--- src/rtl/synth_cfg_pkg.sv ---
// Shared types for the synth configuration-register write path.
// Used by the write scheduler and by the sweep engine.
package synth_cfg_pkg;

  localparam int CFG_WORDS     = 8;
  localparam int CFG_ADDR_BITS = 3;

  typedef enum logic {
    LANE_LO = 1'b0,
    LANE_HI = 1'b1
  } cfg_lane_e;

  typedef struct packed {
    logic [1:0]               we;
    logic [CFG_ADDR_BITS-1:0] addr;
    logic [15:0]              data;
  } cfg_write_t;

  function automatic logic [1:0] lane_we(input cfg_lane_e lane);
    return (lane == LANE_HI) ? 2'b10 : 2'b01;
  endfunction

endpackage

--- src/rtl/cfg_byte_fifo.sv ---
// Registered FIFO for host byte writes; head is always presented, pop/push same cycle allowed.
// Push is ignored when full, pop when empty; flush empties it and drops a same-cycle push.
module cfg_byte_fifo #(
  parameter int W          = 12,
  parameter int DEPTH_LOG2 = 2
) (
  input  logic                clk,
  input  logic                reset,
  input  logic                push,
  input  logic [W-1:0]        push_dat,
  input  logic                pop,
  input  logic                flush,
  output logic [W-1:0]        head_dat,
  output logic [DEPTH_LOG2:0] count,
  output logic                full,
  output logic                empty
);

  localparam int DEPTH = 1 << DEPTH_LOG2;
  localparam int PW    = DEPTH_LOG2;
  localparam int CW    = DEPTH_LOG2 + 1;

  logic [W-1:0]  mem_q [DEPTH];
  logic [W-1:0]  mem_d [DEPTH];
  logic [PW-1:0] rd_ptr_q, rd_ptr_d;
  logic [PW-1:0] wr_ptr_q, wr_ptr_d;
  logic [CW-1:0] count_q, count_d;
  logic          do_push, do_pop;

  assign full     = (count_q == CW'(DEPTH));
  assign empty    = (count_q == '0);
  assign count    = count_q;
  assign head_dat = mem_q[rd_ptr_q];

  always_comb begin
    mem_d    = mem_q;
    rd_ptr_d = rd_ptr_q;
    wr_ptr_d = wr_ptr_q;
    count_d  = count_q;
    do_push  = push && !full;
    do_pop   = pop && !empty;
    if (flush) begin
      rd_ptr_d = '0;
      wr_ptr_d = '0;
      count_d  = '0;
    end else begin
      if (do_push) begin
        mem_d[wr_ptr_q] = push_dat;
        wr_ptr_d        = wr_ptr_q + PW'(1);
      end
      if (do_pop) begin
        rd_ptr_d = rd_ptr_q + PW'(1);
      end
      count_d = count_q + CW'(do_push) - CW'(do_pop);
    end
  end

  always_ff @(posedge clk) begin
    if (reset) begin
      rd_ptr_q <= '0;
      wr_ptr_q <= '0;
      count_q  <= '0;
      for (int i = 0; i < DEPTH; i++) begin
        mem_q[i] <= '0;
      end
    end else begin
      rd_ptr_q <= rd_ptr_d;
      wr_ptr_q <= wr_ptr_d;
      count_q  <= count_d;
      mem_q    <= mem_d;
    end
  end

endmodule

--- src/rtl/cfg_write_scheduler.sv ---
// Arbitrates the cfg write port: sweep overrides win, queued host bytes retire on free cycles.
// Host bytes issue one cycle after push at the earliest; host_ready drops when the queue is full.
module cfg_write_scheduler
  import synth_cfg_pkg::*;
#(
  parameter int ADDR_BITS  = CFG_ADDR_BITS,
  parameter int DEPTH_LOG2 = 2
) (
  input  logic                 clk,
  input  logic                 reset,
  input  logic                 host_valid,
  output logic                 host_ready,
  input  logic [ADDR_BITS-1:0] host_addr,
  input  logic                 host_hi,
  input  logic [7:0]           host_data,
  input  logic                 flush,
  input  logic                 ovr_we,
  input  logic [ADDR_BITS-1:0] ovr_addr,
  input  logic [15:0]          ovr_data,
  output logic [1:0]           cfg_we,
  output logic [ADDR_BITS-1:0] cfg_w_addr,
  output logic [15:0]          cfg_w_data,
  output logic [DEPTH_LOG2:0]  pending,
  output logic                 overflow
);

  localparam int ENTRY_W = ADDR_BITS + 9;

  logic [ENTRY_W-1:0]   head_dat;
  logic [ADDR_BITS-1:0] head_addr;
  logic                 head_hi;
  logic [7:0]           head_data;
  logic                 fifo_full, fifo_empty;
  logic                 host_push, host_pop;
  logic                 overflow_q, overflow_d;
  cfg_write_t           wr;

  assign {head_addr, head_hi, head_data} = head_dat;

  cfg_byte_fifo #(
    .W          (ENTRY_W),
    .DEPTH_LOG2 (DEPTH_LOG2)
  ) u_fifo (
    .clk      (clk),
    .reset    (reset),
    .push     (host_push),
    .push_dat ({host_addr, host_hi, host_data}),
    .pop      (host_pop),
    .flush    (flush),
    .head_dat (head_dat),
    .count    (pending),
    .full     (fifo_full),
    .empty    (fifo_empty)
  );

  always_comb begin
    host_ready = !reset && !fifo_full;
    host_push  = host_valid && host_ready;
    host_pop   = 1'b0;
    // Idle cycles still present the head fields so the write bus stays stable.
    wr.we      = 2'b00;
    wr.addr    = CFG_ADDR_BITS'(head_addr);
    wr.data    = {head_data, head_data};
    if (!reset) begin
      if (ovr_we) begin
        wr.we   = 2'b11;
        wr.addr = CFG_ADDR_BITS'(ovr_addr);
        wr.data = ovr_data;
      end else if (!fifo_empty && !flush) begin
        wr.we    = lane_we(cfg_lane_e'(head_hi));
        host_pop = 1'b1;
      end
    end
    overflow_d = overflow_q || (host_valid && !host_ready);
  end

  assign cfg_we     = wr.we;
  assign cfg_w_addr = ADDR_BITS'(wr.addr);
  assign cfg_w_data = wr.data;
  assign overflow   = overflow_q;

  always_ff @(posedge clk) begin
    if (reset) begin
      overflow_q <= 1'b0;
    end else begin
      overflow_q <= overflow_d;
    end
  end

endmodule
--- config.mk ---
export PLATFORM = sky130hd
export DESIGN_NAME = cfg_write_scheduler
export DESIGN_NICKNAME = d
export VERILOG_FILES = /design/src/rtl/synth_cfg_pkg.sv /design/src/rtl/cfg_byte_fifo.sv /design/src/rtl/cfg_write_scheduler.sv
export SDC_FILE = /design/constraint.sdc
export NUM_CORES = 1
export LEC_CHECK = 0
export CORE_UTILIZATION = 40
export CTS_CLUSTER_DIAMETER = 50
export DETAILED_ROUTE_END_ITERATION = 6
export PLACE_DENSITY = 0.69
export SLEW_MARGIN = 10
export SYNTH_ARGS = -nofsm -noshare
export SYNTH_HDL_FRONTEND = slang
export SYNTH_SLANG_ARGS = --single-unit
--- constraint.sdc ---
create_clock -name clk -period 2.55 [get_ports clk]
set_input_delay 0.51 -clock clk [delete_from_list [all_inputs] [get_ports clk]]
set_output_delay 0.51 -clock clk [all_outputs]
set_load 0.02 [all_outputs]
== Word-level counts from Yosys, hierarchy flattened ==
Index checks and enable logic that the tools add are counted.

* Register bits after elaboration: 56
* Input port bits: 36
* Output and inout bits: 26
* Logic and storage cells: 49

* Add/sub/neg operators: 4
* Order comparisons: 3
* Eq/ne operators: 1
* Mux-type cells: 14
* Bitwise logic cells: 3
* Reductions and logical operators: 16

{| class="wikitable"
|+ Operator list
! operator !! count
|-
| bitwise mux 48 bit || 1
|-
| two-way mux 12 bit || 3
|-
| binary-select mux 12 bit (select 2 bit) || 1
|-
| demux 12 bit (select 2 bit) || 1
|-
| two-way mux 21 bit || 1
|-
| two-way mux 19 bit || 1
|-
| logical AND 1 bit || 7
|-
| >= comparator 3 bit, second input constant || 2
|-
| two-way mux 2 bit || 3
|-
| NOT 2 -> 3 bit || 2
|-
| zero test 1 bit || 5
|-
| adder 2 x 1 -> 2 bit, second input constant || 2
|-
| adder 3 x 1 -> 3 bit || 1
|-
| == test 3 bit, second input constant || 1
|-
| zero test 3 bit || 1
|-
| less-than comparator 3 x 1 -> 1 bit, second input constant || 1
|-
| two-way mux 1 bit || 3
|-
| subtractor 3 x 1 -> 3 bit || 1
|-
| AND reduction 2 bit || 1
|-
| OR reduction 2 bit || 1
|-
| logical OR 1 bit || 1
|-
| NOT 1 bit || 1
|}

== Longest topological paths before layout ==
* Word-level depth: 8
* Depth in mapped cells: 10
* Gate-level depth less buffers: 9

== Modules after synthesis ==
From an unflattened synthesis, not the netlist that was laid out.

* Cell total of the unflattened synthesis: 264
* Area, all modules: 2989.1 sq um

{| class="wikitable"
|+ By module, submodules not included
! module !! instances !! cells each !! area an instance (sq um) !! seq. area each (sq um)
|-
| cfg_byte_fifo || 1 || 232 || 2627.5 || 1101.1
|-
| cfg_write_scheduler || 1 || 32 || 361.6 || 20.0
|}

== Worst setup path after synthesis ==
No wires, ideal clock.

* Kind: register to register
* Start point: reg u_fifo.count_q[1], in the netlist u_fifo.count[1]
* End point: reg u_fifo.count_q[2], in the netlist u_fifo.count[2]
* Library setup time: 115 ps
* Arrival time: 2120 ps
* Required time: 2435 ps
* Setup slack: 316 ps
* Cell stages (with the launch flop): 10
* Path buffers: 0
* Clock period less this slack: 2234 ps
* Path through: dfxtp_1 nor3_1 nor3_1 ha_1 inv_1 ha_1 fa_1 xnor2_1 xnor2_1 nor2_1

* Longest elaborated chain between the ends: 8
* Elaborated cells on any way between the ends: 14
* Classes of those cells: 2 x add/sub; 1 x eq/ne; 3 x mux; 8 x reduce/logical

{| class="wikitable"
|+ Ends and longest elaborated chain
! item !! line !! RTL
|-
| from (decl) || cfg_byte_fifo.sv:27 || <nowiki>logic [CW-1:0] count_q, count_d;</nowiki>
|-
| from (signal assigned) || cfg_byte_fifo.sv:69 || <nowiki>count_q <= count_d;</nowiki>
|-
| zero test 3 bit * || cfg_byte_fifo.sv:31 || <nowiki>assign empty = (count_q == '0);</nowiki>
|-
| zero test 1 bit * || cfg_byte_fifo.sv:41, cfg_write_scheduler.sv:69 ||
|-
| logical AND 1 bit || cfg_write_scheduler.sv:69 || <nowiki>end else if (!fifo_empty && !flush) begin</nowiki>
|-
| two-way mux 1 bit || cfg_write_scheduler.sv:69 ||
|-
| two-way mux 1 bit || cfg_write_scheduler.sv:65 || <nowiki>if (ovr_we) begin</nowiki>
|-
| two-way mux 1 bit || cfg_write_scheduler.sv:64 || <nowiki>if (!reset) begin</nowiki>
|-
| logical AND 1 bit * || cfg_byte_fifo.sv:41 || <nowiki>do_pop = pop && !empty;</nowiki>
|-
| via u_fifo.do_pop || cfg_byte_fifo.sv:28 || <nowiki>logic do_push, do_pop;</nowiki>
|-
| subtractor 3 x 1 -> 3 bit * || cfg_byte_fifo.sv:54 || <nowiki>count_d = count_q + CW'(do_push) - CW'(do_pop);</nowiki>
|}

The timed path passes the listed nets; every way through them passes the cells marked *.
A chain may end at the register's enable or synchronous reset.

== Worst setup path after layout ==
* Start point: reg u_fifo.rd_ptr_q[0]
* End point: out cfg_w_data[12]

* Longest elaborated chain between the ends: 6

{| class="wikitable"
|+ Ends and longest elaborated chain
! item !! line !! RTL
|-
| from (decl) || cfg_byte_fifo.sv:25 || <nowiki>logic [PW-1:0] rd_ptr_q, rd_ptr_d;</nowiki>
|-
| from (signal assigned) || cfg_byte_fifo.sv:67 || <nowiki>rd_ptr_q <= rd_ptr_d;</nowiki>
|-
| NOT 2 -> 3 bit (not written as such) * || cfg_byte_fifo.sv:33 || <nowiki>assign head_dat = mem_q[rd_ptr_q];</nowiki>
|-
| binary-select mux 12 bit (select 2 bit) * || cfg_byte_fifo.sv:33 ||
|-
| two-way mux 12 bit (not written as such) * (2 in a row) || cfg_byte_fifo.sv:33 ||
|-
| two-way mux 19 bit || cfg_write_scheduler.sv:65 ||
|-
| two-way mux 21 bit * || cfg_write_scheduler.sv:64 ||
|-
| to (decl) || cfg_write_scheduler.sv:22 || <nowiki>output logic [15:0] cfg_w_data,</nowiki>
|}

Mark *: on every way between the ends. The rest lies on a longest branch, timed or not. The select of a mux whose other input is x is not followed.

==> summary.md <==
## Run status
* complete, no violations — status

## Min path
* overflow — Hold Path Sink
* input port to register — class of the most critical hold timing path
* 2 — worst hold path cell count
* reset — startpoint of the tightest hold check path

## Placement
* 0.7850 — GP Congestion
* 3621 um^2 — total placed instance area
* 4843 um — post-detail-place hpwl
* 61 — port bufs

## Clocking
* 5 — total clock buffers created by CTS
* 2 — maximum count of clock buffers along a single path
* 2 — number of levels the H-tree was split into
* 0.10 ns — CTS clk-pin slew, worst paths
* sky130_fd_sc_hd__clkbuf_8 — master cell of the clock root buffer
* 0.31 ns — clock latency on the worst-skew pair
* done — clock tree from TritonCTS
* 23 — number of resized instances in the post-cts repair step
* 56 — count of clock tree sinks
* 0 — total of hold buffers inserted after clock tree synthesis
* 0 — Post-CTS Setup Inserts

## STA
* false — unrepaired setup endpoints after global routing
* 0.9476 — final cycle utilization of the critical path
* 0 ns — accumulated negative setup slack
* 0.007262 ns — post-route clock skew
* 0 — hold violation total from the final report
* 2.416 ns — shortest period the worst path allows
* 0.6462 — Rel. slew slack
* 0.5307 ns — transition time at the pin with the least slew margin
* 0 — number of pins exceeding their max-slew limit in the final report
* 0 — Finish-stage setup viols
* 413.9 MHz — Fmax
* 0.4606 ns — worst hold slack across all endpoints

## Floorplanning
* 7506 um^2 — Die Outline Area
* 62 — I/O Pins
* 86.64 um — overall die height
* 0.4171 — Starting Density
* 6869 um^2 — core box area
* 86.64 um — Die Wd
* 30 — placement row count

## Synth
* simple AND/OR/NAND/NOR gates — dominant combinational cell family by area after synthesis
* 0.3913 — part of the Yosys area used for sequential elements
* 8.281 um^2 — per-instance average area after synthesis
* 0.03319 — post-synthesis adder-cell area fraction
* sky130_fd_sc_hd__dfxtp_1 — biggest area consumer among synthesized cells
* 0.3913 — fraction of post-synthesis cell area in the top cell type by area
* sky130_fd_sc_hd__dfxtp_1 39%, sky130_fd_sc_hd__mux4_2 9.4%, sky130_fd_sc_hd__a21oi_1 8.9% — Area contributors post-synth
* 0.09782 — portion of netlist area occupied by mux cells
* 0 — Synth Warn #
* 2865 um^2 — Syn Std Cell Area
* 346 — Cells after Synth
* 0.006114 — synthesized-area fraction occupied by xor and xnor cells
* 56 — synthesized flop and latch total
* 31 — unique cell type count in the Yosys netlist
* 0.1860 — post-synthesis compound-gate area fraction
* 389 — net count of the mapped netlist
* 0.2249 — simple logic cell fraction of the synthesized area

## Global routing
* 0.2030 — global routing usage summed across all routing layers
* 11980 um — wire length of the first global-routing pass
* 0 — overflow left after global routing
* 0 — initial antenna violation count
* 52 — pin count of the biggest net entering global routing
* 2382 — number of global-route vias before repair

## Setup path
* u_fifo.count[2] — Reg2Reg Capture Point
* register — crit path launch type
* 9 — number of cells on the worst reg-to-reg path
* 11 — largest fanout on the critical path
* 0.42 ns — Reg2Reg Setup Slack
* 2.04 ns — endpoint required time on the critical path
* 1.91 ns — Crit path arrival time
* u_fifo.count[1] — Crit Reg-Reg Startpoint
* u_fifo.rd_ptr_q[0] — launch point of the worst path
* register to output port — critical path start-end classification
* output port — element type at the critical path end

## Finish
* sky130_fd_sc_hd__dfxtp_1 — most common library cell in the layout ignoring fill and taps
* 0.1122 — layout cell share with drive strength beyond 1
* 665 — fill count
* 29.08% — Synth-to-Final Area Change
* 0 — number of diodes added for antenna fixing
* 445 — final net count
* 55 x sky130_fd_sc_hd__dfxtp_1, 51 x sky130_fd_sc_hd__a21oi_1, 50 x sky130_fd_sc_hd__nand2_1, 49 x sky130_fd_sc_hd__nand3_1, 44 x sky130_fd_sc_hd__o21ai_0 — most used cells in the layout excluding fill and tap cells
* 3699 um^2 — final instance area

## Drt
* 0 — post-route DRC violation count
* 0 — Final ANT Viol Nets
* 7331 um — final wirelength
* 5 — DR pass1 iterations
* 5.398 — DR vias/cell
* 240 — number of violations reported at the end of detailed-routing iteration 0
* 2683 — via count of the routed design
* 14.75 um — routed length per instance

## Job
* 0 — max-cap check violation count

## Power and ir drop
* 456.5 nW/um^2 — pwr/cell area
* 159.8 uV — Max IR drop VDD
* 1.383 nW — leak pwr

==> sequential cells by signal, indices dropped and copies added, names as in the netlist <==
signal           flops
u_fifo.rd_ptr_q      2
u_fifo.wr_ptr_q      2
overflow             1
u_fifo.mem_q        48
u_fifo.count         3
==> synthesized netlist by cell type <==
library cell,instances
sky130_fd_sc_hd__nor2_1,5
sky130_fd_sc_hd__or2_1,1
sky130_fd_sc_hd__nor3b_2,1
sky130_fd_sc_hd__nand4bb_1,4
sky130_fd_sc_hd__buf_2,13
sky130_fd_sc_hd__o21ai_0,44
sky130_fd_sc_hd__or3b_1,1
sky130_fd_sc_hd__xnor2_1,2
sky130_fd_sc_hd__mux2i_1,1
sky130_fd_sc_hd__o31ai_1,3
sky130_fd_sc_hd__nand2b_1,1
sky130_fd_sc_hd__fa_1,1
sky130_fd_sc_hd__nand4_1,1
sky130_fd_sc_hd__nand2_1,50
sky130_fd_sc_hd__and2_1,3
sky130_fd_sc_hd__nor3_1,2
sky130_fd_sc_hd__o21ai_1,4
sky130_fd_sc_hd__nor2b_1,2
sky130_fd_sc_hd__clkbuf_1,16
sky130_fd_sc_hd__a21oi_1,51
sky130_fd_sc_hd__inv_1,6
sky130_fd_sc_hd__nor4b_1,1
sky130_fd_sc_hd__and4bb_2,4
sky130_fd_sc_hd__dfxtp_1,56
sky130_fd_sc_hd__buf_1,1
sky130_fd_sc_hd__mux4_2,12
sky130_fd_sc_hd__a21o_1,2
sky130_fd_sc_hd__or4_1,1
sky130_fd_sc_hd__ha_1,6
sky130_fd_sc_hd__nand3_1,49
sky130_fd_sc_hd__buf_6,2
==> critical path: stages, from the launching register on <==
cell                            delay (ns)
sky130_fd_sc_hd__dfxtp_2              0.40
sky130_fd_sc_hd__buf_12               0.17
sky130_fd_sc_hd__mux4_2               0.54
sky130_fd_sc_hd__nand2_1              0.11
sky130_fd_sc_hd__nand2_1              0.05
sky130_fd_sc_hd__dlygate4sd2_1        0.31
==> worst max path at each step <==
stage	to	slack, ns
after floorplan	u_fifo.count[2]	0.32
after global placement	cfg_we[0]	-0.10
after detailed placement	u_fifo.count[2]	-0.11
after CTS	cfg_w_data[12]	0.13
after global routing	cfg_w_data[10]	0.06
final	cfg_w_data[12]	0.13
==> cell families after synthesis <==
group	count (synthesis)
adders and majority gates	7
buffers and inverters	38
xor gates and xnor gates	2
muxes	13
DFF	56
AOI/OAI and AO/OA	104
and+or+nand+nor	126
==> per-stage QoR <==
stage	util	power, mW	setup WS [ns]	std cells
final	0.5384	1.689	0.1337	497
after global routing	0.5384	1.757	0.05715	497
after CTS	0.5384	1.699	0.1275	497
after detailed placement	0.5271	1.165	-0.1067	491
after global placement	0.5271	1.161	-0.1032	491
after floorplan	-	1.022	0.3157	346
==> layer usage <==
metal,global-route usage,up-vias,share of wire,wire length (um)
li1,-,1337,-,-
met1,0.2881,1234,0.47,3453
met2,0.3196,99,0.46,3356
met3,0.02667,13,0.055,401
met4,0.06667,0,0.017,121
met5,0,-,0,0
==> cell type report <==
class	count	area [um^2]	share of cell area
timing repair buffer	81	758.2	0.2050
clock inverter	1	30.03	0.008119
inverter	6	22.52	0.006089
tap	96	120.1	0.03248
sequential	56	1122	0.3035
clock buffer	5	68.82	0.01861
multi-input combinational	252	1577	0.4263
==> report_power, final <==
| group | total (mW) | leakage, nW | switching, mW | internal (mW) |
|---|---|---|---|---|
| Clock | 0.559 | 0.0501 | 0.277 | 0.283 |
| Sequential | 0.889 | 0.452 | 0.00592 | 0.883 |
| Combinational | 0.240 | 0.880 | 0.122 | 0.118 |
| Total | 1.69 | 1.38 | 0.405 | 1.28 |
Power figures use the tool's default switching activity.
